$ cat src/rtl/writeback_queue.sv
// Register-file writeback queue: merges ALU and load-unit writebacks into an
// in-order FIFO drained through a single register-file write port, with forwarding lookup.
module writeback_queue #(
    parameter int DEPTH = 4
) (
    input  logic                       clk,
    input  logic                       reset,
    input  logic                       alu_valid,
    input  logic [1:0]                 alu_reg,
    input  logic [7:0]                 alu_value,
    output logic                       alu_ready,
    input  logic                       mem_valid,
    input  logic [1:0]                 mem_reg,
    input  logic [7:0]                 mem_value,
    output logic                       mem_ready,
    input  logic                       drain_en,
    output logic                       write_en,
    output logic [1:0]                 write_reg,
    output logic [7:0]                 write_value,
    input  logic [1:0]                 r_a,
    input  logic [1:0]                 r_b,
    output logic                       fwd_a_hit,
    output logic [7:0]                 fwd_a_value,
    output logic                       fwd_b_hit,
    output logic [7:0]                 fwd_b_value,
    output logic [3:0]                 pending,
    output logic [$clog2(DEPTH):0]     count,
    output logic                       full,
    output logic                       empty
);

    localparam int PW = $clog2(DEPTH);
    localparam int CW = PW + 1;
    localparam logic [CW-1:0] DEPTH_C   = CW'(DEPTH);
    localparam logic [CW-1:0] LAST_FREE = CW'(DEPTH - 1);

    logic [1:0]    reg_q [DEPTH];
    logic [7:0]    val_q [DEPTH];
    logic [PW-1:0] head;
    logic [PW-1:0] tail;
    logic [CW-1:0] count_q;

    logic          mem_push;
    logic          alu_push;
    logic          pop;
    logic [1:0]    push_cnt;
    logic [PW-1:0] alu_slot;
    logic [PW-1:0] scan_idx;

    // Handshake: a request transfers on the rising edge where valid && ready.
    // Ready looks only at the registered count, so a same-cycle drain never
    // makes room; the load unit has priority for the last free slot.
    assign full      = (count_q == DEPTH_C);
    assign empty     = (count_q == '0);
    assign count     = count_q;
    assign mem_ready = (count_q <= LAST_FREE);
    assign alu_ready = (count_q < LAST_FREE) || ((count_q == LAST_FREE) && !mem_valid);

    assign mem_push  = mem_valid && mem_ready;
    assign alu_push  = alu_valid && alu_ready;
    assign pop       = drain_en && !empty;
    assign push_cnt  = {1'b0, mem_push} + {1'b0, alu_push};
    // The load entry is older, so the ALU entry lands one slot behind it.
    assign alu_slot  = tail + PW'(mem_push);

    assign write_en    = pop;
    assign write_reg   = pop ? reg_q[head] : 2'd0;
    assign write_value = pop ? val_q[head] : 8'd0;

    // Scan oldest to youngest so the last match is the youngest write.
    always_comb begin
        fwd_a_hit   = 1'b0;
        fwd_a_value = 8'd0;
        fwd_b_hit   = 1'b0;
        fwd_b_value = 8'd0;
        pending     = 4'd0;
        scan_idx    = '0;
        for (int k = 0; k < DEPTH; k++) begin
            scan_idx = head + PW'(k);
            if (CW'(k) < count_q) begin
                pending[reg_q[scan_idx]] = 1'b1;
                if (reg_q[scan_idx] == r_a) begin
                    fwd_a_hit   = 1'b1;
                    fwd_a_value = val_q[scan_idx];
                end
                if (reg_q[scan_idx] == r_b) begin
                    fwd_b_hit   = 1'b1;
                    fwd_b_value = val_q[scan_idx];
                end
            end
        end
    end

    always_ff @(posedge clk) begin
        if (reset) begin
            head    <= '0;
            tail    <= '0;
            count_q <= '0;
        end else begin
            if (mem_push) begin
                reg_q[tail] <= mem_reg;
                val_q[tail] <= mem_value;
            end
            if (alu_push) begin
                reg_q[alu_slot] <= alu_reg;
                val_q[alu_slot] <= alu_value;
            end
            tail    <= tail + PW'(push_cnt);
            head    <= head + PW'(pop);
            count_q <= count_q + CW'(push_cnt) - CW'(pop);
        end
    end

endmodule
$ cat config.mk
export PLATFORM = sky130hd
export DESIGN_NAME = writeback_queue
export DESIGN_NICKNAME = d
export VERILOG_FILES = /design/src/rtl/writeback_queue.sv
export SDC_FILE = /design/constraint.sdc
export NUM_CORES = 1
export LEC_CHECK = 0
export ABC_CLOCK_PERIOD_IN_PS = 2940
export CAP_MARGIN = 30
export CORE_UTILIZATION = 50
export DETAILED_ROUTE_END_ITERATION = 10
export GPL_ROUTABILITY_DRIVEN = 0
export GPL_TIMING_DRIVEN = 0
export PLACE_DENSITY_LB_ADDON = 0.12
export SLEW_MARGIN = 15
export SYNTH_ARGS = -nofsm -noshare
export SYNTH_HDL_FRONTEND = slang
export SYNTH_SLANG_ARGS = --single-unit
$ cat constraint.sdc
create_clock -name clk -period 2.94 [get_ports clk]
set_input_delay 0.441 -clock clk [delete_from_list [all_inputs] [get_ports clk]]
set_output_delay 0.441 -clock clk [all_outputs]
set_load 0.05 [all_outputs]
After elaboration in Yosys (flattened, before gate mapping). Memories as Yosys holds them, arrays and structs flattened. A register that Yosys moved wholly into a read port is not among the register bits. Index checks and enable logic that the tools add are counted.

Add/subtract/negate cells: 9. $lt $le $gt $ge: 14. Equality and inequality tests: 10. Multiplexer cells: 54. Bitwise logic cells: 3. Reduce and logical (&&, ||, !) cells: 12.

Operator list (number): $mux W8 (17); $mux W1 (26); $eq A2 B2 Y1 (8); $mux W4 (4); $lt A2 B3 Y1 const B (4); $or A4 B4 Y4 (3); $demux W1 S2 (4); $ge A2 B1 Y1 const B (4); $logic_and A1 B1 Y1 (8); $lt A1 B3 Y1 const A (2); $lt A2 B3 Y1 const A (2); $mux W2 (3); $add A2 B1 Y2 (2); $add A2 B2 Y2 const B (2); $add A3 B2 Y3 (1); $eq A3 B2 Y1 const B (1); $eq A3 B3 Y1 const B (1); $le A3 B2 Y1 const B (1); $logic_not A3 Y1 (1); $lt A3 B2 Y1 const B (1); $sub A3 B1 Y3 (1); $add A1 B1 Y2 (1); $add A2 B1 Y2 const B (1); $add A2 B2 Y2 (1); other kinds (2) (3).

Register bits: 7. Bits in writable memories: 40. Input bits: 29. Word-level logic and storage cells: 107. Memories: 2.

Memory list: val_q (depth 4, bits a word 8, read ports 4, clocked after memory_dff 1, write ports 2, RTL line 38) `logic [7:0] val_q [DEPTH];`; reg_q (depth 4, bits a word 2, read ports 4, clocked after memory_dff 1, write ports 2, RTL line 37) `logic [1:0] reg_q [DEPTH];`.

Depth between registers and ports, before layout. An unclocked memory read counts as a cell.

Depth after elaboration: 12. Mapped depth: 14.

Worst setup path after synthesis. OpenSTA, ideal clock, no wires.

Kind: register to output. Start point: register count_q[1], in the netlist count[1]. End point: output pending[1]. Data arrival time: 3.296 ns. Data required time: 2.499 ns. Setup slack: -0.797 ns. Cell stages (with the launch flop): 5. Buffers on the path: 1. Cell sequence: dfxtp_1 > clkbuf_1 > or3_1 > inv_1 > o311ai_0.

Longest elaborated chain between the ends: 8.

RTL lines: start: declaration (RTL line 41) `logic [CW-1:0] count_q;`; start signal: assignment (RTL line 110) `count_q <= count_q + CW'(push_cnt) - CW'(pop);`; $lt A1 B3 Y1 (RTL line 80) `if (CW'(k) < count_q) begin`; $mux W4 (RTL line 80); $or A4 B4 Y4 (no source line); $mux W4 (RTL line 80); $or A4 B4 Y4 (no source line); $mux W4 (RTL line 80); $or A4 B4 Y4 (no source line); $mux W4 * (RTL line 80); end: declaration (RTL line 26) `output logic [3:0] pending,`.

Every way passes the cells marked *; elsewhere a longest branch is shown, timed or not.

Final worst setup path.
Start point: register head[0]. End point: output fwd_b_value[1].

Longest elaborated chain between the ends: 9.

RTL lines: start: declaration (RTL line 39) `logic [PW-1:0] head;`; start signal: assignment (RTL line 109) `head <= head + PW'(pop);`; $add A2 B1 Y2 (RTL line 79) `scan_idx = head + PW'(k);`; $mem_v2 Z4 W2; $eq A2 B2 Y1 (RTL line 86) `if (reg_q[scan_idx] == r_b) begin`; $mux W8 (RTL line 86); $mux W8 (RTL line 80); $mux W8 (RTL line 86); $mux W8 (RTL line 80); $mux W8 (RTL line 86); $mux W8 * (RTL line 80); end: declaration (RTL line 25) `output logic [7:0] fwd_b_value,`.

Marked as above.

==> flow_metrics.env <==
export IMPL_cp_end_kind="output port"
export IMPL_hold_viol_final=0
export IMPL_p_per_area_nw_per_um2=1100
export IMPL_layout_common_cells="mux2_2, edfxtp_1, clkdlybuf4s50_1"
export IMPL_port_buffer_count=68
export IMPL_initial_core_util=0.528
export IMPL_antenna_found_initial=0
export IMPL_pwr_share_seq=0.162
export IMPL_cts_made_buffers=5
export IMPL_p_int_mw=3.01
export IMPL_layout_commonest_cell="mux2_2"
export IMPL_p_comb_frac=0.779
export IMPL_fin_ws_ps=-69.8
export IMPL_final_antenna_net_count=0
export IMPL_synth_edf_count=40
export IMPL_ir_worst_vdd_mv=0.424
export IMPL_drive_above_1_share=0.446
export IMPL_rsz0062_at_grt="yes"
export IMPL_clk_pin_slew_ps=80
export IMPL_die_width_um=93.5
export IMPL_final_cells=604
export IMPL_ys_types=49
export IMPL_core_area_um2=7930
export IMPL_grt_ovfl_total=0
export IMPL_ys_top_cells_by_area="edfxtp_1, mux2_2, mux2i_1"
export IMPL_drc=0
export IMPL_cts_root_buffer="clkbuf_8"
export IMPL_grt_first_pass_wirelength_um=18200
export IMPL_regToRegSetupSlack_ps=230
export IMPL_syn_cell_area_um2=4180
export IMPL_hold_path_class="reg2reg"
export IMPL_dp_hpwl_um=8740
export IMPL_post_route_min_period_ps=3010
export IMPL_skew_ps=6.26
export IMPL_crit_arrival_ps=2570
export IMPL_slew_headroom=0.551
export IMPL_syn_inst=397
export IMPL_drt_initial_drc_count=177
export IMPL_clock_sinks=47
export IMPL_synth_top_cell_area_share=0.287
export IMPL_vias_per_cell=6.03
export IMPL_p_sw_mw=3.37
export IMPL_finalHoldWorstSlack_ps=625
export IMPL_worst_setup_path_start_kind="flop"
export IMPL_rows=32
export IMPL_clock_latency_ps=300
export IMPL_violations="setup timing"
export IMPL_ys_seq_elements=47
export IMPL_cts_tree="built"
export IMPL_post_drt_wl_per_cell_um=19.8
export IMPL_status="finished with violations"
export IMPL_power_frac_clock=0.059
export IMPL_required_ps=2500
export IMPL_switching_share=0.528
export IMPL_h_tree_depth=2
export IMPL_ys_warn_count=0
export IMPL_synth_net_count=434
export IMPL_cts_buffer_depth=2
export IMPL_yosysTopAreaCell="edfxtp_1"
export IMPL_finalMaxSlewViolations=0
export IMPL_syn_avg_cell_area_um2=10.5
export IMPL_max_freq_ghz=0.332
export IMPL_drt_wl_total_um=12000
export IMPL_vias=3644
export IMPL_setup_viol=14
export IMPL_placedCellCount=571
export IMPL_worst_pin_slew_ps=674
export IMPL_grt_use_total=0.273
export IMPL_area_growth_pct=38.3
export IMPL_critPathKind="reg2out"
export IMPL_diodes=0
export IMPL_drv_cap=0
export IMPL_synth_seq_area_share=0.321
export IMPL_leakage_nw=2.13
export IMPL_async_flop_share=0
export IMPL_drt_pass1_iter_count=5
export IMPL_nets=538
export IMPL_dieArea_um2=8740
export IMPL_grt_pass1_vias=3459
export IMPL_die_h_um=93.5
export IMPL_min_period_over_period=1.02
export IMPL_ys_flop_type="edfxtp_1"
export IMPL_io_pins=69
export IMPL_grt_max_degree=15
export IMPL_crit_fanout=9
-- path summary, 6_finish.rpt --
| kind | startpoint | to | cells after the start |
|---|---|---|---|
| worst max-delay path | head[0]$_SDFF_PP0_ | fwd_b_value[1] | 8 |
| worst min-delay path | tail[1]$_SDFF_PP0_ | tail[1]$_SDFF_PP0_ | 2 |
| worst max register to register | count[2]$_SDFF_PP0_ | val_q[3][1]$_DFFE_PP_ | 8 |
| worst min register to register | tail[1]$_SDFF_PP0_ | tail[1]$_SDFF_PP0_ | 2 |
-- layout make-up --
class	count	area, µm²
multi-input combinational	313	3050
fill	543	2140
sequential	47	1350
timing repair buffer	98	952
buffer	23	173
tap	102	128
clock buffer	5	68.8
inverter	13	55.1
clock inverter	3	15.0
-- power groups by stage --
| stage | combinational (mW) | clock, mW | sequential, mW |
|---|---|---|---|
| 2_1_floorplan | 3.10 | 0 | 1.04 |
| 3_3_place_gp | 4.21 | 0 | 1.02 |
| 3_5_place_dp | 4.30 | 0 | 1.03 |
| 4_1_cts | 4.66 | 0.381 | 1.02 |
| 5_1_grt | 5.23 | 0.413 | 1.05 |
| 6_report | 4.97 | 0.379 | 1.03 |
-- worst max-delay path, cell delays in order, from the launching register on --
cell and delay (ps):
dfxtp_4 370, buf_6 120, mux4_2 610, xnor2_2 220, and3_1 190, buf_4 210
a211oi_2 80, a221oi_4 270, buf_6 190
-- flip-flops by register name, summed over array words and instances (netlist names) --
| name | count |
|---|---|
| count | 3 |
| head | 2 |
| reg_q | 8 |
| tail | 2 |
| val_q | 32 |
-- logic make-up (layout without fill, tap and decap cells) --
kind of cell / Yosys count / after routing / share of synthesized area
flip-flops: 47 / 47 / 0.321
AO/OA/AOI/OAI: 67 / 67 / 0.120
adder cells (fa/ha/maj): 8 / 8 / 0.0257
AND/OR/NAND/NOR: 118 / 118 / 0.154
XOR/XNOR: 23 / 23 / 0.0518
multiplexers: 97 / 97 / 0.285
buffers and inverters: 37 / 142 / 0.0428
-- metrics by stage --
step / util / setup slack, ps / power, mW / cell area (µm²) / TNS (ps)
floorplan: - / -171 / 4.14 / 4260 / -250
global placement: 0.640 / -706 / 5.22 / 5070 / -25050
detailed placement: 0.643 / -739 / 5.33 / 5100 / -17350
CTS: 0.701 / -97.4 / 6.06 / 5560 / -588
global route: 0.730 / -171 / 6.70 / 5780 / -1850
finish: 0.730 / -69.8 / 6.39 / 5780 / -536
-- synthesized netlist by cell type, drive strengths merged, types with 2 or more instances --
cell type / count
a211oi: 17
a21o: 5
a21oi: 16
a221oi: 3
a311oi: 5
a31oi: 4
and2: 6
and3: 10
and4: 5
buf: 17
clkbuf: 7
dfxtp: 7
edfxtp: 40
ha: 7
inv: 12
mux2: 56
mux2i: 29
mux4: 12
nand2: 18
nand2b: 2
nand3: 17
nand4: 3
nor2: 33
nor2b: 12
nor3: 6
nor4: 2
o21ai: 7
o21bai: 2
o311ai: 2
or3: 3
xnor2: 11
xor2: 12
-- layer usage --
layer | vias to the layer above | global-route usage | part of all wire
li1 | 1716 | - | -
met1 | 1775 | 0.365 | 0.45
met2 | 124 | 0.444 | 0.48
met3 | 29 | 0.0358 | 0.038
met4 | 0 | 0.118 | 0.029
met5 | - | 0 | 0
-- repair_timing --
| action | 4_1_cts | 5_1_grt |
|---|---|---|
| setup buffers | 14 | 10 |
| resized for setup | 191 | 48 |
| pin swaps | 9 | 16 |
| gates cloned | 2 | 0 |
| hold endpoints to repair | 0 | 0 |
| endpoints found under the setup margin | 31 | 37 |
| hold buffers | 0 | 0 |
Power figures use the tool's default switching activity.
==> patch 1: new RTL, config.mk and constraints unchanged <==
The parameter `DEPTH` goes from 4 to 8.
--- a/src/rtl/writeback_queue.sv
+++ b/src/rtl/writeback_queue.sv
@@ -3,3 +3,3 @@
 module writeback_queue #(
-    parameter int DEPTH = 4
+    parameter int DEPTH = 8
 ) (
Interface: changed (resized count); port bits go from 69 to 70. The function was not compared with the original's and may differ.
==> patch 1 against the original RTL <==
The flow still finishes with violations (negative setup slack). Largest cell class unchanged. Critical endpoint is now fwd_b_value[0]. Worst setup slack worse by 1.3 ns. Routed wire length grew to 2.7 times the old value. Maximum frequency is 30% lower. Synthesized area is 130% higher. Die area is 130% higher. Worst hold slack worse by 0.0090 ns. Critical path depth is 13 higher. Cell area is 130% higher. Sequential cell count is 43 higher.
Power is not shown: default switching activity piles up to over one toggle a cycle in this logic, so the estimate is an artifact.
==> patch 1: results (changes against the original RTL) <==
* Cell types occupying the most area after synthesis: sky130_fd_sc_hd__edfxtp_1 (25%), sky130_fd_sc_hd__mux4_2 (20%), sky130_fd_sc_hd__mux2_2 (10%) (was sky130_fd_sc_hd__edfxtp_1 (29%), sky130_fd_sc_hd__mux2_2 (15%), sky130_fd_sc_hd__mux2i_1 (6.9%))
* Portion of the post-synthesis area used by sequential elements at 26.8% (was 32.1%)
* Relative slew margins at 49.7% (was 55.1%)
* Start point of the critical path: head[1] (was head[0])
* Syn Nets at 926 (was 434)
* Placed instance count at 1,212 (was 571)
* Growth of design area from synthesis to finish at 36.9% (was 38.3%)
* Pin count of the biggest net entering global routing at 20 (was 15)
* Commonest cells in the synthesized netlist: sky130_fd_sc_hd__nand2_1 (89), sky130_fd_sc_hd__mux2_2 (88), sky130_fd_sc_hd__mux4_2 (85) (was sky130_fd_sc_hd__mux2_2 (56), sky130_fd_sc_hd__edfxtp_1 (40), sky130_fd_sc_hd__nor2_1 (33))
* Number of I/O port buffers at 67 (was 68)
* Cell at the root of the clock tree: sky130_fd_sc_hd__clkbuf_16 (was sky130_fd_sc_hd__clkbuf_8)
* Number of global-route vias before repair at 8,484 (was 3,459)
* R2R depth at 14 (was 8)
* Number of synthesized flops with an enable pin at 80 (was 40)
* Pre-CTS setup slack at -2.09 ns (was -0.739 ns)
* Final Skew at 0.00930 ns (was 0.00626 ns)
* H-tree levels at 3 (was 2)
* Finish-stage setup viols at 27 (was 14)
* Post-route worst setup slack at -1.34 ns (was -0.0698 ns)
* Violation count after the first detailed-routing iteration at 702 (was 177)
* All-layer global routing usage at 33.0% (was 27.3%)
* Result of the run: finished, violations left (unchanged)
* Nets at 1,062 (was 538)
* End point of the critical path: fwd_b_value[0] (was fwd_b_value[1])
* Worst stage delay on the critical path at 0.58 ns (was 0.61 ns)
* Clock insertion delay at the later pin of the skew report at 0.36 ns (was 0.30 ns)
* First-pass GRT wire length at 49,900 um (was 18,200 um)
* Failing checks: negative setup slack (unchanged)
* Count of cell types in the netlist at 62 (was 49)
* CP Max Fanout at 8 (was 9)
* Count of placed standard cells in the final layout, fillers left out at 1,280 (was 604)
* Max reg flops at 64 (was 32)
==> patch 1: cell count changes in the layout (fill, tap and decap cells not counted), sizes merged, moves of 14 or more <==
| cell | before | now |
|---|---|---|
| a22oi | 1 | 18 |
| buf | 64 | 126 |
| clkbuf | 15 | 30 |
| edfxtp | 40 | 80 |
| mux2 | 56 | 90 |
| mux2i | 29 | 60 |
| mux4 | 12 | 86 |
| nand2 | 18 | 89 |
| nand3 | 17 | 39 |
| nor2b | 12 | 27 |
| o22ai | 1 | 18 |
| o311ai | 2 | 16 |
| o31ai | 0 | 17 |
==> patch 1: through the flow <==
| step | TNS (ns) | hold slack, ns | area (sq um) |
|---|---|---|---|
| floorplan | -19.38 | 0.570 | 10500 |
| global placement | -155.72 | 0.596 | 11500 |
| detailed placement | -133.39 | 0.606 | 11600 |
| CTS | -26.19 | 0.651 | 13100 |
| global route | -29.39 | 0.667 | 13300 |
| finish | -27.24 | 0.616 | 13300 |
==> patch 1: how the worst min path moves through the flow <==
stage,from,end
after floorplan,head[0],head[0]
after global placement,head[0],head[0]
after detailed placement,head[0],head[0]
after CTS,head[0],head[0]
after global routing,head[0],head[0]
final,head[0],head[0]
==> patch 1: layout make-up <==
type / count / area, sq um
plain buffers: 59 / 546
clock inverters: 7 / 78.8
fillers: 1370 / 5590
multi-input cells: 707 / 8150
inverters: 21 / 88.8
well taps: 260 / 325
flip-flops and latches: 90 / 2610
repair buffers: 127 / 1290
clock buffers: 9 / 225
==> patch 1: timing repair <==
item	CTS	global route
gates cloned	7	1
hold buffers	0	0
endpoints found under the setup margin	175	78
pin swaps	48	11
resized for setup	334	46
setup buffers	43	5
==> patch 1: logic make-up after synthesis <==
family / count (synthesis) / synth area share, %
simple gates: 255 / 12.7
mux: 236 / 37.1
compound gates: 156 / 11.7
flops: 90 / 26.8
buf+inv: 84 / 4.31
xor+xnor: 40 / 5.03
fa+ha+maj: 18 / 2.47
==> patch 1: layer usage <==
metal / vias to the layer above / GRT usage, % / part of all wire, %
li1: 3739 / - / -
met1: 4237 / 46.1 / 41
met2: 532 / 52.6 / 47
met3: 95 / 4.59 / 8.0
met4: 0 / 12.6 / 3.5
met5: - / 0 / 0
==> patch 1: tightest hold or removal path: cells and delay by family, from the launching register on <==
family        cells  cell delay, ns
flops             1            0.35
fa+ha+maj         1            0.12
simple gates      1            0.11
==> patch 2: new RTL, same flow settings <==
Without the edit above. Register the output `count` once more, cleared by the reset; this adds one clock of latency there. The other outputs are not delayed to match. Comments in the files are not updated.
--- a/src/rtl/writeback_queue.sv
+++ b/src/rtl/writeback_queue.sv
@@ -54,3 +54,9 @@
     assign empty     = (count_q == '0);
-    assign count     = count_q;
+    always_ff @(posedge clk) begin
+        if (reset) begin
+            count <= '0;
+        end else begin
+            count <= count_q;
+        end
+    end
     assign mem_ready = (count_q <= LAST_FREE);
Formal check against the unedited RTL: not equivalent (Yosys sat finds a counterexample within 4 cycles, from zero or initial values and one cycle with reset high).
==> patch 2 against the original RTL <==
The flow still finishes with violations (negative setup slack). Combinational power down 4.8%. Sequential cell count rose by 3. Routed wire length fell by 6.2%. Highest routed layer unchanged. Clock power up 6.1%. First-iteration DRC count grew 35%. Sequential share of layout area grew 1.2 points. Power is 2.5% lower. Cell area fell by 0.30%. Worst setup slack lost 0.10 ns. Synthesized area rose by 2.0%. Cell count is 2.2% higher. Utilization shrank 3.1 points. Synthesized cell count is 5.0% higher.
==> patch 2: results (changes against the original RTL) <==
* Post_cts resized at 185 (was 191)
* First-pass GRT wire length at 17,400 um (was 18,200 um)
* Via Count at 3,616 (was 3,644)
* Final Skew at 0.0102 ns (was 0.00626 ns)
* Relative slew margins at 51.9% (was 55.1%)
* Worst stage delay on the critical path at 0.59 ns (was 0.61 ns)
* Result of the run: finished, violations left (unchanged)
* Max IR drop VDD at 0.455 mV (was 0.424 mV)
* Share of layout cells above drive strength 1 at 29.1% (was 44.6%)
* Max-cap violations at 0 (unchanged)
* Placed instance count at 591 (was 571)
* Number of antenna violations at the first check in global routing at 0 (unchanged)
* Post-DP HPWL at 8150 um (was 8740 um)
* Finish-stage setup viols at 16 (was 14)
* Crit-path slowest cell: sky130_fd_sc_hd__mux4_2 (unchanged)
* Drt pass-1 iters at 5 (unchanged)
* Number of global-route vias before repair at 3,449 (was 3,459)
* Cell types occupying the most area after synthesis: sky130_fd_sc_hd__edfxtp_1 (28%), sky130_fd_sc_hd__mux2i_1 (13%), sky130_fd_sc_hd__mux2_1 (11%) (was sky130_fd_sc_hd__edfxtp_1 (29%), sky130_fd_sc_hd__mux2_2 (15%), sky130_fd_sc_hd__mux2i_1 (6.9%))
* Post-route worst setup slack at -0.171 ns (was -0.0698 ns)
* Commonest cells in the synthesized netlist: sky130_fd_sc_hd__mux2i_1 (54), sky130_fd_sc_hd__edfxtp_1 (40), sky130_fd_sc_hd__mux2_1 (40) (was sky130_fd_sc_hd__mux2_2 (56), sky130_fd_sc_hd__edfxtp_1 (40), sky130_fd_sc_hd__nor2_1 (33))
* Sw power at 3.30 mW (was 3.37 mW)
* All-layer global routing usage at 25.1% (was 27.3%)
* Violation count after the first detailed-routing iteration at 239 (was 177)
* Setup total negative slack at -1.36 ns (was -0.536 ns)
* Pin count of the biggest net entering global routing at 16 (was 15)
* Filler Cells Inserted at 616 (was 543)
* Worst Path Arrival at 2.67 ns (was 2.57 ns)
* Count of placed standard cells in the final layout, fillers left out at 617 (was 604)
* Share of flip-flops with an asynchronous set or reset after synthesis at 0% (unchanged)
* TritonCTS buffer count at 5 (unchanged)
* Bufs on Longest Clock Path at 2 (unchanged)
* Clock-pin slew of the registers on the worst-case setup and hold paths at 0.09 ns
* Power in sequential cells at 1.09 mW (was 1.03 mW)
* Number of I/O port buffers at 67 (was 68)
* Portion of the post-synthesis area used by sequential elements at 32.8% (was 32.1%)
* Power attributed to combinational cells at 4.73 mW (was 4.97 mW)
* CP Max Fanout at 7 (was 9)
* Syn Nets at 454 (was 434)
* Wire length after detailed routing at 11,200 um (was 12,000 um)
* Setup Buffers After CTS at 21 (was 14)
* Count of cell types in the netlist at 45 (was 49)
* Leakage power at 2.24 nW (was 2.13 nW)
* Failing checks: negative setup slack (unchanged)
* Dominant synthesized flop cell: sky130_fd_sc_hd__edfxtp_1 (unchanged)
* Nets at 548 (was 538)
* Average footprint of a synthesized cell at 10.2 sq um (was 10.5 sq um)
==> patch 2: area by class of cell <==
type,count,area share (%)
Buffer,21,2.67
Clock buffer,6,1.26
Clock inverter,2,0.239
Inverter,13,0.846
Multi-Input combinational cell,327,52.5
Sequential cell,50,24.4
Tap cell,105,2.28
Timing Repair Buffer,93,15.8
==> patch 2: stage by stage <==
step	cell area [sq um]	util [%]	hold slack (ns)	total power [mW]	setup WS, ns
global placement	5120	62.0	0.562	5.15	-0.701
CTS	5620	68.1	0.589	5.99	-0.145
finish	5770	69.8	0.574	6.23	-0.171
floorplan	4320	-	0.510	4.07	-0.213
global route	5770	69.8	0.603	6.53	-0.237
detailed placement	5140	62.3	0.575	5.24	-0.766
==> patch 2: path summary, 6_finish.rpt <==
check / start / end / slack [ns] / depth (start not counted)
min reg2reg: count_q[0] / count[0] / 0.57 / 1
min: count_q[0] / count[0] / 0.57 / 1
max reg2reg: count_q[1] / count_q[2] / 0.16 / 12
max: head[1] / fwd_a_value[2] / -0.17 / 7
==> patch 2: per-layer routing <==
layer  track usage (%)  up-vias  share of wire [%]  routed length, um
li1                  -     1750                  -                  -
met3              2.98       16                5.6                631
met1              34.6     1697                 46               5170
met4              6.67        0                1.5                166
met5                 0        -                  0                  0
met2              41.6      153                 47               5270
==> patch 2: cells by family (layout without fill, tap and decap cells) <==
logic type | count (synthesis) | after routing | synth area share [%]
xor gates and xnor gates | 23 | 23 | 5.25
AOI/OAI and AO/OA | 53 | 53 | 8.24
DFF | 50 | 50 | 32.8
adders and majority gates | 8 | 8 | 2.52
and+or+nand+nor | 125 | 125 | 15.4
muxes | 118 | 118 | 31.7
buffers and inverters | 40 | 135 | 4.07
